==> src/rtl/pwm_fade_ctrl.sv <==
// Breathing-LED style PWM fader: ramps duty 0 -> max_duty -> 0 with holds at
// peak and trough, changing duty and state only at PWM period boundaries.
module pwm_fade_ctrl #(
  parameter int unsigned PWM_BITS = 8,
  parameter int unsigned CYCLES   = 0
) (
  input  logic                clk,
  input  logic                rst,
  input  logic                start,
  input  logic                stop,
  input  logic [15:0]         step_div,
  input  logic [7:0]          hold_len,
  input  logic [PWM_BITS-1:0] max_duty,
  output logic                pwm,
  output logic [PWM_BITS-1:0] duty,
  output logic                busy,
  output logic                done
);

  localparam int unsigned STEP_W = 16;
  localparam int unsigned HOLD_W = 8;
  localparam int unsigned CYC_W  = 16;

  typedef enum logic [2:0] {
    S_IDLE,
    S_UP,
    S_HOLD_HI,
    S_DOWN,
    S_HOLD_LO
  } state_t;

  state_t              state_q, state_d;
  logic [PWM_BITS-1:0] cnt_q, cnt_d;
  logic [PWM_BITS-1:0] duty_q, duty_d;
  logic [STEP_W-1:0]   step_q, step_d;
  logic [HOLD_W-1:0]   hold_q, hold_d;
  logic [CYC_W-1:0]    cyc_q, cyc_d;
  logic                stop_pend_q, stop_pend_d;
  logic [STEP_W-1:0]   step_div_q, step_div_d;
  logic [HOLD_W-1:0]   hold_len_q, hold_len_d;
  logic [PWM_BITS-1:0] max_duty_q, max_duty_d;
  logic                pwm_q, pwm_d;
  logic                busy_q, busy_d;
  logic                done_q, done_d;

  logic                boundary_c;
  logic                tick_c;
  logic [CYC_W-1:0]    cyc_inc_c;

  // Next-state: config is frozen at start, everything else moves only at the
  // last count of a period so the new values appear when the counter reads 0.
  always_comb begin
    state_d     = state_q;
    cnt_d       = cnt_q;
    duty_d      = duty_q;
    step_d      = step_q;
    hold_d      = hold_q;
    cyc_d       = cyc_q;
    stop_pend_d = stop_pend_q;
    step_div_d  = step_div_q;
    hold_len_d  = hold_len_q;
    max_duty_d  = max_duty_q;
    busy_d      = busy_q;
    done_d      = 1'b0;
    pwm_d       = 1'b0;

    boundary_c = (cnt_q == {PWM_BITS{1'b1}});
    tick_c     = (step_q == step_div_q);
    cyc_inc_c  = cyc_q + CYC_W'(1);

    if (state_q == S_IDLE) begin
      if (start) begin
        state_d     = S_UP;
        busy_d      = 1'b1;
        cnt_d       = '0;
        duty_d      = '0;
        step_d      = '0;
        hold_d      = '0;
        cyc_d       = '0;
        stop_pend_d = 1'b0;
        step_div_d  = step_div;
        hold_len_d  = hold_len;
        max_duty_d  = max_duty;
      end
    end else begin
      cnt_d = cnt_q + PWM_BITS'(1);
      if (stop) stop_pend_d = 1'b1;

      if (boundary_c) begin
        if (state_q == S_UP || state_q == S_DOWN) begin
          step_d = tick_c ? '0 : step_q + STEP_W'(1);
        end

        case (state_q)
          S_UP: begin
            if (duty_q == max_duty_q) begin
              state_d = S_HOLD_HI;
              hold_d  = '0;
            end else if (tick_c) begin
              duty_d = duty_q + PWM_BITS'(1);
            end
          end
          S_HOLD_HI: begin
            if (hold_q == hold_len_q) begin
              state_d = S_DOWN;
              step_d  = '0;
            end else begin
              hold_d = hold_q + HOLD_W'(1);
            end
          end
          S_DOWN: begin
            if (duty_q == '0) begin
              cyc_d = cyc_inc_c;
              if (stop_pend_q || (CYCLES != 0 && cyc_inc_c == CYC_W'(CYCLES))) begin
                state_d     = S_IDLE;
                busy_d      = 1'b0;
                duty_d      = '0;
                cnt_d       = '0;
                done_d      = 1'b1;
                stop_pend_d = 1'b0;
              end else begin
                state_d = S_HOLD_LO;
                hold_d  = '0;
              end
            end else if (tick_c) begin
              duty_d = duty_q - PWM_BITS'(1);
            end
          end
          S_HOLD_LO: begin
            if (hold_q == hold_len_q) begin
              state_d = S_UP;
              step_d  = '0;
            end else begin
              hold_d = hold_q + HOLD_W'(1);
            end
          end
          default: state_d = S_IDLE;
        endcase
      end
    end

    // Compare against next-cycle counter/duty so pwm lines up with the counter.
    pwm_d = busy_d && (cnt_d < duty_d);
  end

  always_ff @(posedge clk or posedge rst) begin
    if (rst) begin
      state_q     <= S_IDLE;
      cnt_q       <= '0;
      duty_q      <= '0;
      step_q      <= '0;
      hold_q      <= '0;
      cyc_q       <= '0;
      stop_pend_q <= 1'b0;
      step_div_q  <= '0;
      hold_len_q  <= '0;
      max_duty_q  <= '0;
      pwm_q       <= 1'b0;
      busy_q      <= 1'b0;
      done_q      <= 1'b0;
    end else begin
      state_q     <= state_d;
      cnt_q       <= cnt_d;
      duty_q      <= duty_d;
      step_q      <= step_d;
      hold_q      <= hold_d;
      cyc_q       <= cyc_d;
      stop_pend_q <= stop_pend_d;
      step_div_q  <= step_div_d;
      hold_len_q  <= hold_len_d;
      max_duty_q  <= max_duty_d;
      pwm_q       <= pwm_d;
      busy_q      <= busy_d;
      done_q      <= done_d;
    end
  end

  assign pwm  = pwm_q;
  assign duty = duty_q;
  assign busy = busy_q;
  assign done = done_q;

endmodule

==> config.mk <==
export PLATFORM = sky130hd
export DESIGN_NAME = pwm_fade_ctrl
export DESIGN_NICKNAME = d
export VERILOG_FILES = /design/src/rtl/pwm_fade_ctrl.sv
export SDC_FILE = /design/constraint.sdc
export NUM_CORES = 1
export LEC_CHECK = 0
export CORE_MARGIN = 1.5
export CORE_UTILIZATION = 28
export CTS_CLUSTER_SIZE = 14
export DETAILED_ROUTE_END_ITERATION = 10
export PLACE_DENSITY = 0.43
export SKIP_CTS_REPAIR_TIMING = 1
export SLEW_MARGIN = 15
export SYNTH_ARGS = -nofsm -noshare
export SYNTH_HDL_FRONTEND = slang
export SYNTH_SLANG_ARGS = --single-unit
==> constraint.sdc <==
create_clock -name clk -period 4.1 [get_ports clk]
set_clock_uncertainty 0.15 [all_clocks]
set_input_delay 0.82 -clock clk [delete_from_list [all_inputs] [get_ports clk]]
set_output_delay 0.82 -clock clk [all_outputs]
set_load 0.01 [all_outputs]
# After elaboration in Yosys (flattened, before gate mapping)
# Cells that the tools add are included.
# Widths: inputs -> output; s select.
op_classes:
  addsub: 5
  order_cmp: 1
  eq_ne: 15
  muxes: 57
  reduce_logical: 11
ops:
  columns: ["op", "count"]
  rows:
  - ["$mux 8", 21]
  - ["$mux 16", 7]
  - ["$add 8x1->8 const B", 3]
  - ["$mux 3", 8]
  - ["$pmux 8 s3", 1]
  - ["$mux 1", 18]
  - ["$add 16x1->16 const B", 1]
  - ["$eq 16x16->1", 1]
  - ["$eq 8x8->1", 2]
  - ["$pmux 8 s2", 1]
  - ["$ne 3x3->1 const B", 4]
  - ["$pmux 3 s4", 1]
  - ["$eq 8x8->1 const B", 1]
  - ["$logic_not 8->1", 1]
  - ["$lt 8x8->1", 1]
  - ["$sub 8x1->8 const B", 1]
  - ["$reduce_and 7->1", 1]
  - ["$eq 3x2->1 const B", 2]
  - ["$ne 3x2->1 const B", 2]
  - ["$reduce_and 6->1", 1]
  - ["$reduce_and 2->1", 2]
  - ["$reduce_bool 4->1", 1]
  - ["$eq 3x1->1 const B", 1]
  - ["$eq 3x3->1 const B", 1]
  - ["other kinds (6)", 6]
totals:
  register_bits: 79
  in_bits: 36
  output_inout_bits: 11
  wordCells: 101

# Depth between registers and ports, before layout
# Gate-level depths: netlist of the first run.
depth:
  ltp_word: 8
  depth_mapped: 16
  ltp_nobuf: 15

# Least setup slack after synthesis of the first run
# OpenSTA, ideal clock, no wires.
synth_path:
  path_type: "register to register"
  startpoint: "register cnt_q[0]"
  endpoint: "register pwm_q, in the netlist pwm"
  setup_time_ns: 0.095
  t_arrival_ns: 3.233
  required_ns: 3.855
  path_slack_ns: 0.621
  stages_incl_launch_ff: 14
  path_buffers: 0
  period_less_slack_ns: 3.479
  cell_sequence: "dfrtp_1 > ha_1 > nand3_1 > nor4_1 > nand2b_1 > o31a_1 > o211a_1 > ha_1 > a21o_1 > a21oi_1 > nor2b_1 > a2111oi_0 > nand2_1 > o31ai_1"
synth_between:
  elab_chain_len: 8
  elab_cells_between_ends: 14
  classes_between: "add/sub (1); order compare (1); eq/ne (1); mux (10); reduce/logical (1)"
synth_rtl:
  columns: ["item", "line_no", "rtl"]
  rows:
  - ["from (decl)", "33", "logic [PWM_BITS-1:0] cnt_q, cnt_d;"]
  - ["from (signal assigned)", "163", "cnt_q <= cnt_d;"]
  - ["$add 8x1->8", "86", "cnt_d = cnt_q + PWM_BITS'(1);"]
  - ["$mux 8", "114", "if (stop_pend_q || (CYCLES != 0 && cyc_inc_c == CYC_W'(CYCLES))) begin"]
  - ["$mux 8", "112", "if (duty_q == '0) begin"]
  - ["$mux 8", "94", "case (state_q)"]
  - ["$mux 8", "89", "if (boundary_c) begin"]
  - ["$mux 8", "71", "if (state_q == S_IDLE) begin"]
  - ["$lt 8x8->1", "143", "pwm_d = busy_d && (cnt_d < duty_d);"]
  - ["$logic_and 1x1->1 (*)", "143", null]
  - ["net pwm_d", "42", "logic pwm_q, pwm_d;"]
  - ["to (signal assigned)", "172", "pwm_q <= pwm_d;"]
  - ["to (decl)", "42", null]
# Mark *: on every way through the listed nets, which the timed path passes. The rest lies on a longest branch.
# A chain may end at the register's enable or synchronous reset.

# Worst setup path after layout of the first run
layout_path:
  startpoint: "register duty_q[2], in the netlist duty[2]"
  endpoint: "register pwm_q, in the netlist pwm"
layout_between:
  elab_cells_between_ends: 23
  classes_between: "add/sub (2); order compare (1); eq/ne (1); mux (17); reduce/logical (2)"
layout_lines:
  columns: ["item", "line_no", "rtl"]
  rows:
  - ["from (decl)", "34", "logic [PWM_BITS-1:0] duty_q, duty_d;"]
  - ["from (signal assigned)", "164", "duty_q <= duty_d;"]
  - ["$logic_not 8->1", "112", null]
  - ["$mux 8", "112", null]
  - ["$mux 8", "94", null]
  - ["$mux 8", "89", null]
  - ["$mux 8", "71", null]
  - ["net cnt_d[5]", "33", null]
  - ["$lt 8x8->1", "143", null]
  - ["$logic_and 1x1->1", "143", null]
  - ["net pwm_d", "42", null]
# The timed path passes the listed nets, and every way through them passes these cells.

==> results of run 1 <==
==> tightest hold or removal path, cell delays in order (launching register included) <==
cell                      delay [ns]
sky130_fd_sc_hd__dfrtp_1        0.36
sky130_fd_sc_hd__nand2_1        0.05
sky130_fd_sc_hd__nand2_1        0.05
==> cells in the mapped netlist (4+ instances only) <==
master and number:
sky130_fd_sc_hd__nand2_1 137, sky130_fd_sc_hd__dfrtp_1 79, sky130_fd_sc_hd__nor2_1 33, sky130_fd_sc_hd__o21ai_0 28, sky130_fd_sc_hd__xor2_1 27, sky130_fd_sc_hd__nand3_1 18
sky130_fd_sc_hd__nand4_1 17, sky130_fd_sc_hd__xnor2_1 17, sky130_fd_sc_hd__ha_1 13, sky130_fd_sc_hd__a21oi_1 11, sky130_fd_sc_hd__clkbuf_1 11, sky130_fd_sc_hd__and3_1 10
sky130_fd_sc_hd__nand2b_1 10, sky130_fd_sc_hd__inv_1 8, sky130_fd_sc_hd__nor3_1 8, sky130_fd_sc_hd__o31ai_1 8, sky130_fd_sc_hd__nor4_1 7, sky130_fd_sc_hd__a211oi_1 5
sky130_fd_sc_hd__and2_1 5, sky130_fd_sc_hd__buf_2 5, sky130_fd_sc_hd__o211ai_1 5, sky130_fd_sc_hd__a31oi_1 4, sky130_fd_sc_hd__o311ai_0 4
==> path summary, 6_finish.rpt <==
path,to,slack (ns),cells past startpoint
hold reg to reg,hold_len_q[0]$_DFFE_PP0P_,0.35,2
hold / removal,hold_len_q[0]$_DFFE_PP0P_,0.35,2
setup reg to reg,pwm$_DFF_PP0_,0.47,14
setup / recovery,pwm$_DFF_PP0_,0.47,14
min in group asynchronous,step_div_q[0]$_DFFE_PP0P_,0.60,2
max in group asynchronous,cnt_q[0]$_DFF_PP0_,2.46,3
==> stage by stage <==
step	util (%)	area, sq um
floorplan	-	4553
global placement	33.62	5340
detailed placement	33.62	5340
CTS	35.29	5607
global route	35.34	5614
finish	35.34	5614
==> sequential cells by signal, summed over array words and instances, names as in the netlist, 3 cells and up <==
| signal | cells |
|---|---|
| max_duty_q | 8 |
| step_div_q | 16 |
| hold_len_q | 8 |
| hold_q | 8 |
| duty | 8 |
| step_q | 16 |
| state_q | 3 |
| cnt_q | 8 |
==> cell type report <==
cell class,count,area (sq um)
clock buffer,10,229.0
clock inverter,6,37.54
fill,1683,10270
inverter,8,31.28
multi-input combinational,414,2444
sequential,79,1977
tap,216,270.3
timing repair buffer,68,625.6
==> routing by layer <==
metal | up-vias | global-route usage, % | routed length, um
met2 | 59 | 25.39 | 5916
met4 | 0 | 5.882 | 211
met3 | 14 | 3.339 | 450
met5 | - | 0 | 0
li1 | 1953 | - | -
met1 | 1911 | 22.15 | 6110
==> power breakdown <==
part / internal [W] / switching (W)
Combinational: 0.000456 / 0.000498
Clock: 0.000407 / 0.000336
Sequential: 0.00103 / 0.000254
Total: 0.00189 / 0.00109
==> logic make-up (layout without fill, tap and decap cells) <==
group | after synthesis | count (layout) | synth area share [%]
buffers and inverters | 31 | 92 | 3.215
DFF | 79 | 79 | 43.42
AOI/OAI and AO/OA | 93 | 93 | 13.93
adders and majority gates | 14 | 14 | 3.792
muxes | 2 | 2 | 0.4397
xor gates and xnor gates | 44 | 44 | 8.464
and+or+nand+nor | 261 | 261 | 26.74
==> impl_metrics.toml, run 1 <==
[outcome]
status = "complete, no violations"

[timing]
final_critical_path_setup_slack_ns = 0.4742
finalSetupTns_ns = 0
timing.slew.headroom_pct = 38.96
hold_ws_ns = 0.3463
timing.final.crit_period_ns = 3.626
number_of_endpoints_with_negative_hold_slack_in_the_final_report = 0
report.final.slew_viol_count = 0
period_share_pct = 88.43
report.final.setup_viol = 0
max_freq_ghz = 0.2758
max_slew.worst_pin.slew_ns = 0.9121
rsz0062_at_grt = "no"

[finish]
area_growth_syn_to_layout_pct = 23.30
layout_commonest_cell = "sky130_fd_sc_hd__nand2_1"
finalNonFillerCells = 801
num_antenna_cells = 0
layout.cells.most_common_list = "sky130_fd_sc_hd__nand2_1, sky130_fd_sc_hd__dfrtp_1, sky130_fd_sc_hd__clkdlybuf4s50_1, sky130_fd_sc_hd__nor2_1, sky130_fd_sc_hd__o21ai_0"
post_route_cells_drive_above_1_share_pct = 8.034
layout.nets = 629

[route]
drt_iter0_drc = 307
drt_pass1_iterations = 4
routed_wirelength_um = 12690
detailroute.via_count = 3937
post_drt_via_cell_ratio = 4.915
detail_route.drc_violations = 0
ant_nets = 0
drt-wirelength-per-cell_um = 15.84

[floorplan]
rows = 46
floorplan.initialDensity_pct = 28.66
core_region_area_sq_um = 15890
die-height_um = 130.5
die_area_sq_um = 17040
number_of_placed_i_o_pins = 47
die_width_um = 130.5

[logic_synthesis]
synth_sequential_area_ratio_pct = 43.42
synth_enable_flop_cells = 0
dominantRegCellSynth = "sky130_fd_sc_hd__dfrtp_1"
synth.lib_cells_used.distinct = 55
proportion_of_synthesized_flip_flops_having_asynchronous_set_or_reset_pct = 100.0
syn_area_per_cell_sq_um = 8.689
postSynthCellCount = 524
synthTopCellsByArea = "sky130_fd_sc_hd__dfrtp_1, sky130_fd_sc_hd__nand2_1, sky130_fd_sc_hd__xor2_1"
synth_top_area_share_pct = 43.42
syn_area_sq_um = 4553
yosysTopAreaCell = "sky130_fd_sc_hd__dfrtp_1"
yosys_register_bits = 79
synthesis.nets = 573
synth-warning-count = 0

[cts]
clock-root-buffer = "sky130_fd_sc_hd__clkbuf_16"
cts_tree = "built"
clock-sinks = 79
clock_insertion_delay_at_the_later_pin_of_the_skew_report_ns = 0.35
h_tree_depth = 3
cts.reportedPaths.clkPinSlew_ns = 0.06
number_of_buffers_inserted_during_clock_tree_synthesis = 9
cts_max_path_buffers = 2

[placement]
dp_cells = 785
hpwl_after_detailed_placement_um = 9433
post-place-ws_ns = 0.2989
port-buffer-count = 46
place_congestion = 0.8535

[grt]
track_usage_pct = 16.19
antenna_found_initial = 0
grt.overflow.total = 0
wire_length_of_the_first_global_routing_pass_um = 20730
grt_max_degree = 34
first_global_vias = 3782

[worst_setup_path]
cp-startpoint = "duty[2]$_DFF_PP0_"
setup.worst_path.end_class = "flop"
critical_path.slowest_cell = "sky130_fd_sc_hd__a2111oi_1"
worst_r2r_startpoint = "duty[2]$_DFF_PP0_"
worst_path_largest_cell_delay_ns = 0.46
cp_common_cell = "sky130_fd_sc_hd__o21ai_0"
worst_setup_path_start_kind = "flop"
worst-path-buf-inv = 1
cp_max_fo = 5
critPathArrivalTime_ns = 3.73
path_delay_family = "compound AO/OA/AOI/OAI gates"
cp.required_ns = 4.21
crit_chain = "buf_4, nor4_4, nand3_1, o21ai_0, nor2_1, o21ai_0, o21ai_0, ha_1, a21o_1, a21oi_1, nor2b_1, a2111oi_1, nand2_1, o31ai_1"
setup.worst_path.class = "reg -> reg"

[job]
max_cap_violations = 0

[power_and_ir_drop]
total_leakage_power_nw = 2.479
post-layout-total-power_w = 0.002977
p_per_area_nw_per_um2 = 530.3
vdd_ir_drop_max_mv = 0.2226

[hold_path]
min-delay-path-class = "reg -> reg"
timing.hold.worst.start = "hold_len_q[0]$_DFFE_PP0P_"
No activity file was read; power rests on OpenSTA's default activity.
==> inputs of run 2 (changes only) <==
--- a/config.mk
+++ b/config.mk
@@ -13,3 +13,2 @@
 export SKIP_CTS_REPAIR_TIMING = 1
-export SLEW_MARGIN = 15
 export SYNTH_ARGS = -nofsm -noshare
==> constraint.sdc (replaced) <==
create_clock -name clk -period 4.1 [get_ports clk]
set_clock_uncertainty 0.15 [all_clocks]
set_input_delay 0.615 -clock clk [delete_from_list [all_inputs] [get_ports clk]]
set_output_delay 0.615 -clock clk [all_outputs]
set_load 0.01 [all_outputs]
==> run 2 against run 1 <==
Effect of this change:
- largest cell class unchanged
- combinational power decreased by 0.5%
- flip-flop and latch count unchanged
- non-clock buffer count fell by 1
- cell area is 0.47% higher
- clock power up 13%
- register-to-register slack worse by 0.03 ns
==> impl_metrics.toml, run 2 (synthesis gave the netlist of run 1 again) <==
[placement]
dp_cells = 784
dpl-instance-area_sq_um = 5333
port-buffer-count = 46
hpwl_after_detailed_placement_um = 9469
place_congestion = 0.8239

[timing]
report.final.slew_viol_count = 0
rsz0062_at_grt = "no"
max_slew.worst_pin.slew_ns = 0.8099
report.final.setup_viol = 0
timing.final.crit_period_ns = 3.655
number_of_endpoints_with_negative_hold_slack_in_the_final_report = 0
period_share_pct = 89.15
max_freq_ghz = 0.2736
finalSetupTns_ns = 0
timing.slew.headroom_pct = 45.94

[finish]
finalNonFillerCells = 798
final_design_area_no_fill_sq_um = 5640
layout.cells.most_common_list = "sky130_fd_sc_hd__nand2_1, sky130_fd_sc_hd__dfrtp_1, sky130_fd_sc_hd__clkdlybuf4s50_1, sky130_fd_sc_hd__nor2_1, sky130_fd_sc_hd__o21ai_0"
num_antenna_cells = 0
area_growth_syn_to_layout_pct = 23.88
post_route_cells_drive_above_1_share_pct = 7.560
layout.nets = 628
layout_commonest_cell = "sky130_fd_sc_hd__nand2_1"
final_core_util_pct = 35.51
reg_top3 = "step_div_q (16), step_q (16)"

[worst_setup_path]
rrSetupSlack_ns = 0.45
worst_setup_path_start_kind = "flop"
crit_chain = "inv_1, ha_1, nor3b_2, nand3_1, o21ai_0, nor2_1, o21ai_0, o21ai_0, ha_1, a21o_1, a21oi_1, nor2b_1, a2111oi_2, nand2_1, o31ai_1"
critPathArrivalTime_ns = 3.76
reg2reg_to = "pwm$_DFF_PP0_"
critical_path.slowest_cell = "sky130_fd_sc_hd__dfrtp_1"
worst_path_largest_cell_delay_ns = 0.52
setup.worst_path.class = "reg -> reg"
setup.worst_path.end_class = "flop"
cp_common_cell = "sky130_fd_sc_hd__o21ai_0"
cp_max_fo = 11
ff2ff_path_depth = 15
cp.required_ns = 4.20
worst_r2r_startpoint = "duty[0]$_DFF_PP0_"

[cts]
h_tree_depth = 3
cts_tree = "built"
clock-root-buffer = "sky130_fd_sc_hd__clkbuf_16"
cts.reportedPaths.clkPinSlew_ns = 0.06
clock-sinks = 79
cts_max_path_buffers = 2
number_of_buffers_inserted_during_clock_tree_synthesis = 9
clock_insertion_delay_at_the_later_pin_of_the_skew_report_ns = 0.35

[power_and_ir_drop]
p_per_area_nw_per_um2 = 548.0
total_leakage_power_nw = 2.497
post-layout-total-power_w = 0.003091
vdd_ir_drop_max_mv = 0.2069

[floorplan]
core_region_area_sq_um = 15890
rows = 46
number_of_placed_i_o_pins = 47
floorplan.initialDensity_pct = 28.66
die_area_sq_um = 17040
die_width_um = 130.5
die-height_um = 130.5

[hold_path]
min_delay_path_depth = 2
holdPathEnd = "hold_len_q[2]$_DFFE_PP0P_"
min-delay-path-class = "reg -> reg"
timing.hold.worst.start = "hold_len_q[2]$_DFFE_PP0P_"

[route]
drt-wirelength-per-cell_um = 15.72
drt_pass1_iterations = 4
routed_wirelength_um = 12550
detail_route.drc_violations = 0
drt_iter0_drc = 206
detailroute.via_count = 3925
post_drt_via_cell_ratio = 4.919
ant_nets = 0

[grt]
grt.overflow.total = 0
wire_length_of_the_first_global_routing_pass_um = 20890
track_usage_pct = 16.09
antenna_found_initial = 0
first_global_vias = 3862
grt_max_degree = 47

[outcome]
status = "complete, no violations"

[job]
max_cap_violations = 0
run 2: cell types whose count changed in the layout (fill, tap and decap cells not counted), sizes merged:
| cell | before | now |
|---|---|---|
| buf | 22 | 21 |
| bufinv | 0 | 2 |
| clkinv | 4 | 2 |
| clkinvlp | 3 | 1 |
run 2: worst max path at each step:
stage	from	endpoint	slack, ns	depth (start not counted)
detailed placement	step_q[1]$_DFFE_PP0P_	pwm$_DFF_PP0_	0.21	14
global placement	step_q[1]$_DFFE_PP0P_	pwm$_DFF_PP0_	0.26	14
CTS	duty[0]$_DFF_PP0_	pwm$_DFF_PP0_	0.18	15
global route	duty[0]$_DFF_PP0_	pwm$_DFF_PP0_	0.02	15
floorplan	cnt_q[0]$_DFF_PP0_	pwm$_DFF_PP0_	0.62	13
finish	duty[0]$_DFF_PP0_	pwm$_DFF_PP0_	0.45	15
run 2: critical path, delay by kind of cell, from the launching register on:
kind / cells / cell delay (ns)
AOI/OAI and AO/OA: 7 / 1.42
adders and majority gates: 2 / 0.48
buffers and inverters: 1 / 0.19
DFF: 1 / 0.52
and+or+nand+nor: 5 / 0.81
run 2: layer usage:
metal / GRT usage (%) / routed length [um] / vias up
li1: - / - / 1933
met1: 22.41 / 6010 / 1902
met2: 24.83 / 5843 / 76
met3: 3.176 / 522 / 14
met4: 5.882 / 171 / 0
met5: 0 / 0 / -
run 2: per-stage QoR:
| stage | hold WS (ns) | setup slack (ns) |
|---|---|---|
| 2_1_floorplan | 0.3140 | 0.6214 |
| 3_3_place_gp | 0.3348 | 0.2639 |
| 3_5_place_dp | 0.3366 | 0.2136 |
| 4_1_cts | 0.3516 | 0.1813 |
| 5_1_grt | 0.3667 | 0.02153 |
| 6_report | 0.3429 | 0.4451 |
run 2: power by group:
group          internal [W]  total (W)  switching, W
Combinational      0.000457   0.000949      0.000493
Clock              0.000525   0.000841      0.000316
Sequential          0.00103    0.00130      0.000274
run 2: cell type report:
| type | count | area, sq um |
|---|---|---|
| Clock inverter | 4 | 72.57 |
| Multi-Input combinational cell | 414 | 2442 |
| Tap cell | 216 | 270.3 |
| Inverter | 8 | 31.28 |
| Fill cell | 1695 | 10240 |
| Sequential cell | 79 | 1977 |
| Timing Repair Buffer | 67 | 618.1 |
| Clock buffer | 10 | 229.0 |
==> inputs of run 3 (changes only) <==
RECOVER_POWER = 100   (was not set)
==> run 3 against run 2 <==
Effect of this change:
- clock power hardly changed
- final cell count did not move
- the run now ends with capacitance limit, slew limit left
- hold slack about the same
==> impl_metrics.toml, run 3 (synthesis gave the netlist of run 1 again) <==
[route]
drt_pass1_iterations = 4
detailroute.via_count = 3915
drt_iter0_drc = 212
drt-wirelength-per-cell_um = 15.80
detail_route.drc_violations = 0
ant_nets = 0
post_drt_via_cell_ratio = 4.906
routed_wirelength_um = 12610

[floorplan]
number_of_placed_i_o_pins = 47
core_region_area_sq_um = 15890
die_width_um = 130.5
floorplan.initialDensity_pct = 28.66
die-height_um = 130.5
rows = 46
die_area_sq_um = 17040

[timing]
rsz0062_at_grt = "no"
period_share_pct = 90.43
number_of_endpoints_with_negative_hold_slack_in_the_final_report = 0
report.final.slew_viol_count = 47
timing.slew.headroom_pct = -38.06
max_slew.worst_pin.slew_ns = 2.060
report.final.setup_viol = 0
timing.final.crit_period_ns = 3.708
finalSetupTns_ns = 0
max_freq_ghz = 0.2697

[outcome]
status = "complete, but fails checks"
failed_checks = "capacitance limit, slew limit"

[finish]
area_growth_syn_to_layout_pct = 22.95
layout.cells.most_common_list = "sky130_fd_sc_hd__nand2_1, sky130_fd_sc_hd__dfrtp_1, sky130_fd_sc_hd__clkdlybuf4s50_1, sky130_fd_sc_hd__nor2_1, sky130_fd_sc_hd__o21ai_0"
post_route_cells_drive_above_1_share_pct = 6.186
layout.nets = 628
final_core_util_pct = 35.24
layout_commonest_cell = "sky130_fd_sc_hd__nand2_1"
reg_top3 = "step_div_q (16), step_q (16)"
num_antenna_cells = 0

[worst_setup_path]
crit_chain = "nor3_1, and2_0, a21oi_1, clkbuf_1, a211o_1, a211o_1, or2_0, o31ai_1"
worst-path-buf-inv = 1
setup.worst_path.class = "reg -> reg"
cp.required_ns = 4.19
path_delay_family = "simple AND/OR/NAND/NOR gates"
setup.worst_path.end_class = "flop"
critical_path.slowest_cell = "sky130_fd_sc_hd__nor3_1"
worst_setup_path_start_kind = "flop"
worst_path_largest_cell_delay_ns = 0.60
critPathArrivalTime_ns = 3.80
cp_common_cell = "sky130_fd_sc_hd__a211o_1"
cp_max_fo = 16

[placement]
port-buffer-count = 46
hpwl_after_detailed_placement_um = 9469
place_congestion = 0.8239

[power_and_ir_drop]
combPwrFrac_pct = 30.7
vdd_ir_drop_max_mv = 0.2045
seq_power_share_pct = 42.1
cell_internal_pwr_w = 0.002002
power_switching_share_pct = 34.99
p_clk_share_pct = 27.2
p_per_area_nw_per_um2 = 550.0
total_leakage_power_nw = 2.490
netSwitchingPower_w = 0.001077

[cts]
clock-root-buffer = "sky130_fd_sc_hd__clkbuf_16"
clock_insertion_delay_at_the_later_pin_of_the_skew_report_ns = 0.35
clock-sinks = 79
h_tree_depth = 3
cts_tree = "built"
cts_max_path_buffers = 2
cts.reportedPaths.clkPinSlew_ns = 0.06
number_of_buffers_inserted_during_clock_tree_synthesis = 9

[grt]
grt_max_degree = 47
grt.overflow.total = 0
wire_length_of_the_first_global_routing_pass_um = 20890
antenna_found_initial = 0
track_usage_pct = 16.09
first_global_vias = 3862

[hold_path]
min-delay-path-class = "reg -> reg"

[job]
max_cap_violations = 1
## run 3: cell types whose count changed in the layout (fill, tap and decap cells not counted), moves of 2 or more
cell                              before  now
sky130_fd_sc_hd__and2_1                5    3
sky130_fd_sc_hd__and2_0                0    2
sky130_fd_sc_hd__buf_4                21   15
sky130_fd_sc_hd__clkbuf_1              1    7
sky130_fd_sc_hd__dlygate4sd3_1         0   12
sky130_fd_sc_hd__clkdlybuf4s50_1      46   34
## run 3: area by class of cell
type,instances,area (sq um)
flip-flops and latches,79,1977
inverters,8,31.28
multi-input cells,414,2422
clock buffers,10,229.0
well taps,216,270.3
clock inverters,4,72.57
repair buffers,67,595.6
fillers,1709,10290
## run 3: per-stage QoR
stage                     instances  hold WS (ns)  setup WS [ns]  power (W)  area (sq um)
after CTS                       798        0.3516         0.1813   0.003130          5634
final                           798        0.3426         0.3923   0.003079          5598
after global routing            798        0.3667        0.03626   0.003333          5598
after floorplan                 524        0.3140         0.6214   0.001923          4553
after global placement          784        0.3348         0.2639   0.002252          5333
after detailed placement        784        0.3366         0.2136   0.002263          5333
## run 3: power by group through the flow
stage	combinational [W]	sequential [W]	clock (W)
after CTS	0.000953	0.00131	0.000870
after detailed placement	0.000941	0.00132	0
after floorplan	0.000717	0.00121	0
after global routing	0.00110	0.00134	0.000900
after global placement	0.000934	0.00132	0
final	0.000945	0.00130	0.000839
## run 3: path summary, 6_finish.rpt
path | start | to | slack, ns | depth (start not counted)
min reg2reg | hold_len_q[2]$_DFFE_PP0P_ | hold_len_q[2]$_DFFE_PP0P_ | 0.34 | 2
max reg2reg | state_q[1]$_DFFE_PP0P_ | hold_q[3]$_DFFE_PP0P_ | 0.39 | 8
max | state_q[1]$_DFFE_PP0P_ | hold_q[3]$_DFFE_PP0P_ | 0.39 | 8
min in group asynchronous | rst | step_div_q[4]$_DFFE_PP0P_ | 1.12 | 2
min | hold_len_q[2]$_DFFE_PP0P_ | hold_len_q[2]$_DFFE_PP0P_ | 0.34 | 2
max in group asynchronous | rst | duty[0]$_DFF_PP0_ | 0.94 | 3
## run 3: tightest hold or removal path, stage by stage (launching register included)
cell                      delay, ns
sky130_fd_sc_hd__dfrtp_1       0.35
sky130_fd_sc_hd__nand2_1       0.05
sky130_fd_sc_hd__nand2_1       0.05
## run 3: per-layer routing
layer	vias up	share of wire, %	track usage [%]
met2	82	47	24.83
met3	9	4.7	3.176
met4	0	0.95	5.882
met1	1889	48	22.41
li1	1935	-	-
met5	-	0	0
